==> src/rtl/instr_queue_mw.sv <==
// Multi-wide instruction queue between fetch and decode.
// Up to FETCH_W entries enter per cycle as one all-or-nothing group, compacted
// in lane order. Up to DECODE_W entries leave per cycle from the head.
// Optional macro IQ_POP_FREES_PUSH_EN: when defined, slots released by the
// same-cycle pop count as free space for the incoming fetch group.
module instr_queue_mw #(
  parameter int DEPTH    = 8,
  parameter int FETCH_W  = 2,
  parameter int DECODE_W = 2
) (
  input  logic                          clk,
  input  logic                          rst,
  input  logic                          flush,
  input  logic [FETCH_W-1:0]            push_valid,
  input  logic [FETCH_W*32-1:0]         push_pc,
  input  logic [FETCH_W*32-1:0]         push_pc_next,
  input  logic [FETCH_W*32-1:0]         push_instr,
  output logic                          push_ready,
  input  logic [$clog2(DECODE_W+1)-1:0] pop_cnt,
  output logic [DECODE_W-1:0]           out_valid,
  output logic [DECODE_W*32-1:0]        out_pc,
  output logic [DECODE_W*32-1:0]        out_pc_next,
  output logic [DECODE_W*32-1:0]        out_instr,
  output logic [$clog2(DEPTH+1)-1:0]    count,
  output logic                          full,
  output logic                          empty
);

  localparam int PW = $clog2(DEPTH);
  localparam int CW = $clog2(DEPTH+1);

  if (((DEPTH & (DEPTH - 1)) != 0) || (DEPTH < 2) || (DEPTH < FETCH_W) || (DEPTH < DECODE_W))
  begin : g_param_check
    $error("instr_queue_mw: DEPTH must be a power of two and >= FETCH_W and DECODE_W");
  end

  logic [31:0]   mem_pc      [DEPTH];
  logic [31:0]   mem_pc_next [DEPTH];
  logic [31:0]   mem_instr   [DEPTH];

  logic [PW-1:0] head_q, tail_q;
  logic [CW-1:0] count_q;
  logic [CW-1:0] n_push, n_pop;
  logic [CW:0]   free_slots;
  logic          ready_raw, accept;
  logic [PW-1:0] wr_idx [FETCH_W];
  logic [PW-1:0] rd_idx [DECODE_W];

  // Count valid push lanes and give each one its compacted slot past the tail.
  always_comb begin
    n_push = '0;
    for (int i = 0; i < FETCH_W; i++) begin
      wr_idx[i] = tail_q + PW'(n_push);
      n_push    = n_push + CW'(push_valid[i]);
    end
  end

  // Pop request is clamped to occupancy; decide whether the whole group fits.
  always_comb begin
    n_pop = (CW'(pop_cnt) > count_q) ? count_q : CW'(pop_cnt);
`ifdef IQ_POP_FREES_PUSH_EN
    free_slots = (CW+1)'(DEPTH) - {1'b0, count_q} + {1'b0, n_pop};
`else
    free_slots = (CW+1)'(DEPTH) - {1'b0, count_q};
`endif
    ready_raw = (free_slots >= (CW+1)'(FETCH_W));
    accept    = ready_raw && (|push_valid) && !flush && !rst;
  end

  // Pointer and occupancy update; reset and flush both empty the queue.
  always_ff @(posedge clk) begin
    if (rst || flush) begin
      head_q  <= '0;
      tail_q  <= '0;
      count_q <= '0;
    end else begin
      head_q  <= head_q + PW'(n_pop);
      if (accept) tail_q <= tail_q + PW'(n_push);
      count_q <= count_q + (accept ? n_push : '0) - n_pop;
    end
  end

  // Storage write for accepted lanes; contents are not cleared by reset.
  always_ff @(posedge clk) begin
    for (int i = 0; i < FETCH_W; i++) begin
      if (accept && push_valid[i]) begin
        mem_pc[wr_idx[i]]      <= push_pc[32*i +: 32];
        mem_pc_next[wr_idx[i]] <= push_pc_next[32*i +: 32];
        mem_instr[wr_idx[i]]   <= push_instr[32*i +: 32];
      end
    end
  end

  // Output lanes read head+j; lanes beyond occupancy are forced to zero.
  always_comb begin
    out_valid   = '0;
    out_pc      = '0;
    out_pc_next = '0;
    out_instr   = '0;
    for (int j = 0; j < DECODE_W; j++) begin
      rd_idx[j] = head_q + PW'(j);
      if (!rst && (CW'(j) < count_q)) begin
        out_valid[j]           = 1'b1;
        out_pc[32*j +: 32]      = mem_pc[rd_idx[j]];
        out_pc_next[32*j +: 32] = mem_pc_next[rd_idx[j]];
        out_instr[32*j +: 32]   = mem_instr[rd_idx[j]];
      end
    end
  end

  // Status outputs show the empty state while reset is held.
  always_comb begin
    push_ready = rst ? 1'b1 : ready_raw;
    count      = rst ? '0 : count_q;
    empty      = rst || (count_q == '0);
    full       = !rst && (count_q == CW'(DEPTH));
  end

endmodule

==> config.mk <==
export PLATFORM = sky130hd
export DESIGN_NAME = instr_queue_mw
export DESIGN_NICKNAME = d
export VERILOG_FILES = /design/src/rtl/instr_queue_mw.sv
export SDC_FILE = /design/constraint.sdc
export NUM_CORES = 2
export LEC_CHECK = 0
export ABC_AREA = 0
export CORE_UTILIZATION = 48
export DETAILED_ROUTE_END_ITERATION = 16
export MAX_ROUTING_LAYER = met4
export PLACE_DENSITY = 0.68
export SYNTH_ARGS = -nofsm -noshare
export SYNTH_HDL_FRONTEND = slang
export SYNTH_SLANG_ARGS = --single-unit
==> constraint.sdc <==
create_clock -name clk -period 8.2 [get_ports clk]
set_input_delay 0.82 -clock clk [delete_from_list [all_inputs] [get_ports clk]]
set_output_delay 0.82 -clock clk [all_outputs]
set_load 0.005 [all_outputs]
==> metrics.yaml <==
start_util: 0.484
power.density_nw_per_um2: 244
vias: 28200
die_area_um2: 96800
arrival_ns: 4.84
critical-path-top-delay-family: "buffers and inverters"
drt_iter0_drc: 2390
ios: 400
synth_area_per_cell_um2: 16.5
finalCritPeriodShare: 0.690
gp_congestion: 0.819
critical_path_peak_fanout: 147
tritoncts: "built"
grt_pass1_wl_mm: 198
synth-seq-cells: 778
seq_area_frac_synth: 0.507
synth_top_area_cell: "edfxtp_1"
cts_num_sinks: 778
gr-total-overflow: 0
grt_use_total: 0.284
synth.top_cell.area_share: 0.503
clk_latency_ns: 0.63
drv_slew: 0
combPwrFrac: 0.338
rsz0062_at_grt: "false"
clockPowerShare: 0.304
async_reset_ff_frac: 0
grt_pass1_vias: 30100
coreArea_um2: 94900
r2r_cells: 8
critPathMaxStageDelay_ns: 0.98
portBuffers: 399
cp-start-kind: "flop"
dp_cells: 4261
synth_edf_count: 768
numCtsBuffers: 88
holdWs_ns: 0.606
drive_gt1_frac: 0.427
p_leak_nw: 17.6
synth.most_common_cell: "edfxtp_1"
dpl.hpwl_mm: 76.4
netlist_area_um2: 45900
routed_wl_mm: 134
hold_path_depth: 2
grt_max_degree: 148
path_clk_slew_ns: 0.06
clock-skew-final_ns: 0.0184
syn-num-nets: 3000
synth-main-ff-cell: "edfxtp_1"
htreeDepth: 3
drv_cap: 0
cp_slowest_cell: "buf_4"
tns_ns: 0
post_cts_buffers: 0
internal-power_mw: 9.18
cp-end-kind: "primary output"
stdcell_count: 4451
cts_max_path_buffers: 3
period_needed_ns: 5.66
cp_num_buf_inv: 3
switchingPower_mw: 3.98
dr.pass1.iters: 5
ys_top_cells_by_count: "768 x edfxtp_1, 609 x mux2_2, 384 x mux4_2, 202 x nand2_1, 160 x mux2_4"
max_freq_mhz: 177
hold_path.class: "flop to flop"
via_per_inst: 6.33
post_cts_resized: 0
rows: 113
relSlewSlack: 0.146
crit_required_ns: 7.38
ir_worst_vdd_v: 0.000187
routedWlPerCell_um: 30.0
p_seq_frac: 0.358
outcome: "finished clean"
hold_viol: 0
ant_nets: 0
cts_hold_buffers: 0
clockRootBuffer: "clkbuf_16"
area_growth_pct: 17.5
path_cells: "buf_12, buf_4, mux4_2, mux2i_1, nor2_1, clkdlybuf4s50_1"
die_h_um: 311
yosys-top-cells-area: "edfxtp_1 50%, mux4_2 19%, mux2_2 15%"
worst_pin_slew_ns: 1.28
netlist_instances: 2779
antenna_found_initial: 29
ys_warn_count: 0
cp.depth: 6
setup_viol: 0
crit_type: "flop to primary output"
swShare: 0.302
nNetsFinal: 3307
fp.dieW_um: 311
drc_errors: 0
synth_cell_types: 38
[registers in the layout (all words and copies together) (netlist names)]
register / count
count_q: 4
head_q: 3
mem_instr: 256
mem_pc: 256
mem_pc_next: 256
tail_q: 3
[worst register-to-register path, cell delays in order (launching register included)]
cell	delay, ns
dfxtp_1	0.44
inv_1	0.16
ha_1	0.27
xnor2_1	0.21
or3_1	0.73
nor2_1	0.28
buf_4	0.28
nor2_4	0.78
buf_4	0.80
[kinds of logic (layout without fill, tap and decap cells)]
kind of cell               Yosys count  in the layout  share of synthesized area
xor gates and xnor gates             8              8                    0.00153
DFF                                778            778                      0.507
AOI/OAI and AO/OA                  126            126                     0.0166
muxes                             1250           1250                      0.411
other                                0             33                          0
buffers and inverters              247            621                     0.0266
and+or+nand+nor                    348            348                     0.0302
adders and majority gates           22             22                    0.00649
[cell usage in the layout, fill, tap and decap left out, types with 3 or more instances in the layout]
| master | count |
|---|---|
| a22oi_1 | 6 |
| dfxtp_4 | 3 |
| o211ai_4 | 6 |
| ha_1 | 18 |
| buf_12 | 10 |
| dfxtp_1 | 7 |
| fa_1 | 3 |
| clkbuf_16 | 93 |
| nor2_1 | 109 |
| inv_1 | 18 |
| a21oi_1 | 99 |
| mux2_2 | 609 |
| mux2_4 | 160 |
| clkdlybuf4s50_1 | 399 |
| diode_2 | 33 |
| xnor2_1 | 3 |
| xor2_1 | 3 |
| mux2i_1 | 97 |
| nor2b_1 | 4 |
| nor3_1 | 3 |
| or3_1 | 3 |
| nor2_4 | 7 |
| nand4_1 | 3 |
| clkinv_1 | 24 |
| edfxtp_1 | 768 |
| bufinv_16 | 11 |
| o211ai_1 | 3 |
| and2_1 | 4 |
| o21ai_0 | 3 |
| buf_4 | 37 |
| nand3_1 | 4 |
| and3_1 | 4 |
| nand2_1 | 202 |
| mux4_2 | 384 |
| clkinv_2 | 15 |
| clkbuf_1 | 12 |
[power groups by stage]
stage | logic, mW | clock network, mW | registers (mW)
after global routing | 4.72 | 4.20 | 4.73
after floorplan | 2.75 | 0 | 4.73
final | 4.44 | 4.00 | 4.71
after detailed placement | 4.47 | 0 | 4.79
after CTS | 4.49 | 4.06 | 4.71
after global placement | 4.42 | 0 | 4.77
[layout make-up]
cell class | count | area [µm²]
Sequential cell | 778 | 23300
Fill cell | 7340 | 41000
Clock inverter | 52 | 513
Inverter | 18 | 67.6
Clock buffer | 105 | 2370
Tap cell | 1265 | 1580
Antenna cell | 33 | 82.6
Multi-Input combinational cell | 1754 | 21500
Timing Repair Buffer | 446 | 4470
[worst paths after layout]
kind | start | to | slack, ns
worst min register to register | tail_q[0] | tail_q[0] | 0.61
worst max register to register | count_q[1] | mem_pc[6][14] | 3.82
worst max-delay path | head_q[0] | out_pc_next[17] | 2.54
worst min-delay path | tail_q[0] | tail_q[0] | 0.61
[metal layers]
layer,vias up,global-route usage,wire length (µm)
met5,-,-,0
met4,0,0.104,3670
met3,194,0.0407,8960
met2,1111,0.483,69300
met1,15000,0.344,51700
li1,11900,-,-
[per-stage QoR]
stage               setup WS, ns   util  instance area (µm²)  power, mW
floorplan                   1.14      -                45900       7.48
global placement            3.26  0.537                50900       9.19
detailed placement          3.16  0.537                50900       9.26
CTS                         2.47  0.567                53800       13.3
global route                2.24  0.568                53900       13.6
finish                      2.54  0.568                53900       13.2
(Power assumes the default switching activity.)
